**config.mk**
```make
export PLATFORM = sky130hd
export DESIGN_NAME = sync_fifo_param
export DESIGN_NICKNAME = d
export VERILOG_FILES = /design/src/rtl/sync_fifo_pkg.sv /design/src/rtl/sync_fifo_mem.sv /design/src/rtl/sync_fifo_param.sv
export SDC_FILE = /design/constraint.sdc
export NUM_CORES = 1
export LEC_CHECK = 0
export ABC_AREA = 1
export BUFFER_PORTS_ARGS = -buffer_cell sky130_fd_sc_hd__buf_2
export CAP_MARGIN = 5
export CORE_MARGIN = 4
export CORE_UTILIZATION = 50
export DETAILED_ROUTE_END_ITERATION = 10
export PLACE_DENSITY = 0.67
export SYNTH_ARGS = -nofsm -noshare
export SYNTH_HDL_FRONTEND = slang
export SYNTH_SLANG_ARGS = --single-unit
export TNS_END_PERCENT = 30
```
**constraint.sdc**
```tcl
create_clock -name clk -period 4.1 [get_ports clk]
set_input_delay 0.41 -clock clk [delete_from_list [all_inputs] [get_ports clk]]
set_output_delay 0.41 -clock clk [all_outputs]
set_load 0.1 [all_outputs]
```
**src/rtl/sync_fifo_pkg.sv**
```systemverilog
// Shared constants and helpers for the parametrised synchronous FIFO.
package sync_fifo_pkg;

    localparam int DATA_W_DEF   = 8;
    localparam int DEPTH_DEF    = 16;
    localparam int AF_LEVEL_DEF = 14;
    localparam int AE_LEVEL_DEF = 2;

    function automatic int clog2(input int value);
        int r;
        r = 0;
        while ((1 << r) < value) r++;
        return r;
    endfunction

    function automatic bit params_ok(input int data_w, input int depth,
                                     input int af_level, input int ae_level);
        return (data_w >= 1) && (depth >= 4) && ((depth & (depth - 1)) == 0) &&
               (af_level >= 1) && (af_level <= depth - 1) &&
               (ae_level >= 0) && (ae_level <= depth - 1);
    endfunction

endpackage

```
**src/rtl/sync_fifo_mem.sv**
```systemverilog
// Simple dual-port RAM, DEPTH x DATA_W, with a registered read port.
module sync_fifo_mem
    import sync_fifo_pkg::*;
#(
    parameter int DATA_W = DATA_W_DEF,
    parameter int DEPTH  = DEPTH_DEF,
    localparam int ADDR_W = clog2(DEPTH)
) (
    input  logic              clk,
    input  logic              rst,
    input  logic              we,
    input  logic [ADDR_W-1:0] waddr,
    input  logic [DATA_W-1:0] wdata,
    input  logic              re,
    input  logic [ADDR_W-1:0] raddr,
    output logic [DATA_W-1:0] rdata
);

    logic [DATA_W-1:0] mem_q [DEPTH];

    // Only the output register is reset; the array keeps its contents.
    always_ff @(posedge clk) begin
        if (we) mem_q[waddr] <= wdata;
        if (rst)     rdata <= '0;
        else if (re) rdata <= mem_q[raddr];
    end

endmodule

```
**src/rtl/sync_fifo_param.sv**
```systemverilog
// Parametrised synchronous FIFO with level, threshold flags and read-valid strobe.
// Optional sticky overflow/underflow flags when SYNC_FIFO_ERR_FLAGS_EN is defined.
module sync_fifo_param
    import sync_fifo_pkg::*;
#(
    parameter int DATA_W   = DATA_W_DEF,
    parameter int DEPTH    = DEPTH_DEF,
    parameter int AF_LEVEL = AF_LEVEL_DEF,
    parameter int AE_LEVEL = AE_LEVEL_DEF,
    localparam int ADDR_W  = clog2(DEPTH)
) (
    input  logic              clk,
    input  logic              rst,
    input  logic              wr,
    input  logic [DATA_W-1:0] din,
    input  logic              rd,
    output logic [DATA_W-1:0] dout,
    output logic              dout_valid,
    output logic              full,
    output logic              empty,
    output logic              almost_full,
    output logic              almost_empty,
`ifdef SYNC_FIFO_ERR_FLAGS_EN
    input  logic              err_clr,
    output logic              overflow,
    output logic              underflow,
`endif
    output logic [ADDR_W:0]   count
);

    if (!params_ok(DATA_W, DEPTH, AF_LEVEL, AE_LEVEL)) begin : g_bad_params
        $error("sync_fifo_param: illegal DATA_W/DEPTH/AF_LEVEL/AE_LEVEL");
    end

    logic [ADDR_W-1:0] wptr;
    logic [ADDR_W-1:0] rptr;
    logic              wr_ok;
    logic              rd_ok;

    assign wr_ok = wr & ~full;
    assign rd_ok = rd & ~empty;

    always_ff @(posedge clk) begin
        if (rst) begin
            wptr       <= '0;
            rptr       <= '0;
            count      <= '0;
            dout_valid <= 1'b0;
        end else begin
            if (wr_ok) wptr <= wptr + 1'b1;
            if (rd_ok) rptr <= rptr + 1'b1;
            dout_valid <= rd_ok;
            case ({wr_ok, rd_ok})
                2'b10:   count <= count + 1'b1;
                2'b01:   count <= count - 1'b1;
                default: count <= count;
            endcase
        end
    end

    // Flags decode the registered count only.
    assign full         = (count == (ADDR_W+1)'(DEPTH));
    assign empty        = (count == '0);
    assign almost_full  = (count >= (ADDR_W+1)'(AF_LEVEL));
    assign almost_empty = (count <= (ADDR_W+1)'(AE_LEVEL));

`ifdef SYNC_FIFO_ERR_FLAGS_EN
    // A set event in the same cycle as err_clr keeps the flag high.
    always_ff @(posedge clk) begin
        if (rst) begin
            overflow  <= 1'b0;
            underflow <= 1'b0;
        end else begin
            if (wr & full)   overflow <= 1'b1;
            else if (err_clr) overflow <= 1'b0;
            if (rd & empty)  underflow <= 1'b1;
            else if (err_clr) underflow <= 1'b0;
        end
    end
`endif

    sync_fifo_mem #(
        .DATA_W (DATA_W),
        .DEPTH  (DEPTH)
    ) u_mem (
        .clk   (clk),
        .rst   (rst),
        .we    (wr_ok & ~rst),
        .waddr (wptr),
        .wdata (din),
        .re    (rd_ok),
        .raddr (rptr),
        .rdata (dout)
    );

endmodule

```
# Word level (Yosys, flattened, before mapping)
# Memories as Yosys holds them, arrays and structs flattened. A register that Yosys moved wholly into a read port is not among the register bits.
# Cells that the tools add are included.
# totals
word_cells	25
mem_count	1
romBits	0
ram_bits	128
reg_bits	14
input_bits	12
out_inout_bits	18
latchBits	0
# memory_table
name	depth	width	read_ports	rd_clocked_by_memory_dff	wr	line_no	rtl
u_mem.mem_q	16	8	1	1	1	sync_fifo_mem.sv:19	logic [DATA_W-1:0] mem_q [DEPTH];
# op_classes
div	0
n_mux	3
bitwise	6
reduce_logical	2
n_addsub	4
shift	0
multipliers	0
n_lt_le_gt_ge	2
eq_ne	3
# op_table
cell	n
one-hot mux 5 bit (2 select lines)	1
adder 4 x 1 -> 4 bit, second input constant	2
adder 5 x 1 -> 5 bit, second input constant	1
== test 5 bit, second input constant	1
>= comparator 5 x 4 -> 1 bit, second input constant	1
less-or-equal comparator 5 x 2 -> 1 bit, second input constant	1
zero test 5 bit	1
subtractor 5 x 1 -> 5 bit, second input constant	1
bitwise AND 1 bit	3
inverter 1 bit	3
== test 2 x 1 -> 1 bit, second input constant	1
== test 2 bit, second input constant	1
2-to-1 mux 1 bit	2
nonzero test 2 bit	1

# Depth between registers and ports, before layout
# logic_depth
depth_word	6
mapped_depth	16
mapped_depth_nobuf	15

# By module
# A second synthesis with hierarchy kept.
# unflattened
cells_unflattened	606
hier_area_um2	6432.4
# modules_own_cells
module	cells_each	area_each_um2	n_inst	seq_area_each_um2
sync_fifo_mem	490	5577.8	1	4003.8
sync_fifo_param	116	854.6	1	280.3

# Worst setup path before layout
# Ideal clock, no wire load.
# synth_path
path_kind	reg-to-output
startpoint	register count[4]
endpoint	output almost_empty
path_stages_with_launch	2
setup_slack_ns	-1.847
required_time_ns	3.690
n_path_buf	0
arrival_time_ns	5.537
cell_sequence	dfxtp_1 > a2111oi_0
# synth_via
elab_chain_len	1
# synth_lines
element	line_no	rtl
from (decl)	sync_fifo_param.sv:28	output logic [ADDR_W:0] count
from (signal assigned)	sync_fifo_param.sv:54	2'b10: count <= count + 1'b1;
from (signal assigned)	sync_fifo_param.sv:55	2'b01: count <= count - 1'b1;
from (signal assigned)	sync_fifo_param.sv:56	default: count <= count;
less-or-equal comparator 5 x 2 -> 1 bit	sync_fifo_param.sv:65	assign almost_empty = (count <= (ADDR_W+1)'(AE_LEVEL));
to (decl)	sync_fifo_param.sv:22	output logic almost_empty,
# No other way between the ends.

# Worst setup path after layout
# layout_path
startpoint	register count[1]
endpoint	register count[4]
# layout_via
elab_chain_len	5
word_cells_on_any_way	12
cone_classes	add/sub: 2; eq/ne: 3; mux: 1; bitwise: 4; reduce/logical: 2
# layout_lines
element	line_no	rtl
== test 5 bit or zero test 5 bit (tied branches)	sync_fifo_param.sv:62, sync_fifo_param.sv:63	
inverter 1 bit, on equally long branches	sync_fifo_param.sv:40, sync_fifo_param.sv:41	
bitwise AND 1 bit, on equally long branches	sync_fifo_param.sv:40, sync_fifo_param.sv:41	
== test 2 x 1 -> 1 bit or == test 2 bit (tied branches)	sync_fifo_param.sv:53	case ({wr_ok, rd_ok})
one-hot mux 5 bit (2 select lines) or nonzero test 2 bit (tied branches)	-	
# Several ways; a longest one is shown, not always the timed one.
# A chain may end at the register's enable or synchronous reset.

==> flow_summary_export.csv <==
group,metric,value,unit
status,status,"finished, final reports clean",
clocking,htreeDepth,4,
worst_setup_path,cp.arrival,2.93,ns
yosys,synth_cell_types,26,
global_route,grt_max_degree,67,
timing,setup_viol,0,
placement,pre_cts_ws,1.53,ns
placement,port_buffers,29,
yosys,synth_fp_nets,693,
hold_path,hp-class,"primary input to register",
drt,vias,4594,
yosys,yosys.area.top_type,"edfxtp_1",
worst_setup_path,path_common_cell,"nand2_1",
timing,period_needed,2.63,ns
cells_and_area,fin_cells,875,
clocking,cts_hold_buffers,0,
timing,relSlewSlack,23.6,%
clocking,cts-buffers-inserted,17,
yosys,synth_seq_cells,150,
floorplanning,start_util,51.7,%
drt,routedWlPerCell,17.1,um
pwr,p_int,3160,uW
worst_setup_path,cpPeakStageDelay,0.45,ns
run,max-cap-violations,0,
cells_and_area,final_common_cell,"nand2_1",
worst_setup_path,worst-setup-path-type,"register to register",
pwr,switching_power,2000,uW
worst_setup_path,required,4.40,ns
pwr,leakagePower,0.00319,uW
placement,globalplace.congestion,0.839,
pwr,p_seq_share,35.1,%
timing,skew,0.00786,ns
drt,drtAntennaViolNets,0,
cells_and_area,drive_gt1_share,10.1,%
pwr,max-vdd-ir-drop,0.453,mV
pwr,swShare,38.8,%
timing,worst_slack,1.47,ns
timing,rsz0062_at_grt,"false",
floorplanning,die_w,123,um
clocking,cts_sinks,150,
worst_setup_path,timing.rr.start,"count[1]",
yosys,yosysWarnings,0,
global_route,grt_first_pass_wirelength,22900,um
cells_and_area,final_core_util,58.2,%
drt,drt-initial-drc-count,358,
hold_path,min_from,"rd",
global_route,grt_overflow,0,
yosys,synth_top_cells_by_area,"edfxtp_1 (58%), nand2_1 (12%), nand3_1 (7.4%)",
worst_setup_path,worstSetupStartpointType,"register",
yosys,synthDominantCellAreaShare,58.2,%
drt,vias_per_cell,5.25,
worst_setup_path,path_cells,"nor2_1, nand4_1, nand2_2, inv_2, ha_1, inv_1, fa_1, inv_1, nand2_1, nand2_1, a21oi_1, nand2_1, nand2_1, nand2_1, a21oi_1",
clocking,cts_setup_buffers,0,
yosys,syn_area,6600,um^2
timing,timing.fmax,380,MHz
worst_setup_path,crit_buf_inv,3,
worst_setup_path,regToRegSetupSlack,1.47,ns
worst_setup_path,setup.worst_path.start,"count[1]",
clocking,cts_tree,"built",
global_route,track_usage,20.7,%
pwr,combPwrFrac,33.1,%
clocking,cts.clk_slew.worst_paths,0.06,ns
cells_and_area,area_growth,12.5,%
timing,drv_slew,0,
global_route,antenna_found_initial,0,
pwr,p_clk_share,31.8,%
floorplanning,die_h,123,um
drt,totalWireLength,14900,um
placement,hpwl,9260,um
cells_and_area,final_nets,713,
global_route,grt_pass1_vias,4335,
floorplanning,io_pins,30,
worst_setup_path,cp_slowest_cell,"dfxtp_1",
worst_setup_path,worstSetupEndpointType,"register",
timing,hold_violations,0,
floorplanning,rows,41,
timing,timing.final.crit_share,64.1,%
clocking,worst_skew_pair.late_latency,0.42,ns
drt,first_pass_iters,8,
yosys,ys_seq_area_share,64.9,%
worst_setup_path,critPathTopFamily,"adder cells",
pwr,power.density,695,nW/um^2
timing,tightest_slew,1.15,ns
yosys,syn_inst,671,
floorplanning,dieArea,15100,um^2
yosys,postSynthAreaPerCell,9.84,um^2
cells_and_area,diodes,0,
clocking,clock_path_buffers,2,
cells_and_area,mostFrequentLayoutCells,"nand2_1 (217), edfxtp_1 (128), nand3_1 (97), inv_1 (87), nor2_1 (35)",
floorplanning,core_area,12800,um^2
placement,dp_cells,844,
drt,drc,0,
clocking,cts_resized,0,
timing,fin_setup_tns,0,ns
worst_setup_path,path_max_fanout,20,
clocking,cts_root_buffer,"clkbuf_16",
## power groups by stage
stage	combinational [uW]	sequential, uW	clock [uW]
2_1_floorplan	991	2220	0
3_3_place_gp	1680	1840	0
3_5_place_dp	1700	1840	0
4_1_cts	1710	1810	1660
5_1_grt	1850	1820	1720
6_report	1710	1810	1640
## worst register-to-register path, cell delays in order (launching register included)
cell	delay (ns)
dfxtp_1	0.45
nor2_1	0.11
nand4_1	0.12
nand2_2	0.12
inv_2	0.28
ha_1	0.35
inv_1	0.09
fa_1	0.41
inv_1	0.08
nand2_1	0.08
nand2_1	0.07
a21oi_1	0.06
nand2_1	0.07
nand2_1	0.06
nand2_1	0.07
a21oi_1	0.06
## cell usage after synthesis
cell type / n
nand4_1: 2
xnor2_1: 1
o21ai_0: 4
xor2_1: 4
fa_1: 1
a21boi_1: 1
nor2_1: 35
clkbuf_1: 2
inv_2: 9
edfxtp_1: 128
nor3b_2: 1
buf_6: 1
a21oi_1: 13
ha_1: 9
nand2_1: 217
o21bai_1: 1
buf_4: 8
dfxtp_1: 22
nand2_2: 3
nand3_1: 97
o31ai_1: 1
a2111oi_0: 1
inv_1: 87
buf_1: 2
o21ai_1: 4
buf_2: 17
## worst paths after layout
path / endpoint / cells after the start
max: count[4] / 15
min: dout_valid / 3
max reg2reg: count[4] / 15
min reg2reg: wptr[3] / 2
## sequential cells by signal, indices dropped and copies added, names as in the netlist
signal / flops
wptr: 4
u_mem.rdata: 8
u_mem.mem_q: 128
rptr: 4
count: 5
dout_valid: 1
## cell type report
cell class	instances	area, um^2
repair buffers	31	160
clock buffers	18	429
clock inverters	13	186
multi-input cells	395	1790
flip-flops and latches	150	4290
well taps	172	215
inverters	96	360
fillers	1088	5340
## routing by layer
metal,wire length [um],GRT usage [%],vias to the layer above
li1,-,-,2217
met1,6530,27.4,2180
met2,7260,33.3,169
met3,868,5.22,28
met4,290,7.42,0
met5,0,0,-
## metrics by stage
step / total power (uW) / cell area (um^2) / hold slack, ns
6_report: 5170 / 7430 / 0.297
5_1_grt: 5390 / 7430 / 0.331
4_1_cts: 5180 / 7430 / 0.277
3_5_place_dp: 3540 / 6820 / 0.511
3_3_place_gp: 3510 / 6820 / 0.512
2_1_floorplan: 3210 / 6610 / 0.472
## cells by family after synthesis
logic type               synth area share (%)
XOR/XNOR                                0.663
adder cells (fa/ha/maj)                  2.01
flip-flops                               64.9
AND/OR/NAND/NOR                          22.3
buffers and inverters                    8.05
AO/OA/AOI/OAI                            2.07
Power figures use the tool's default switching activity.
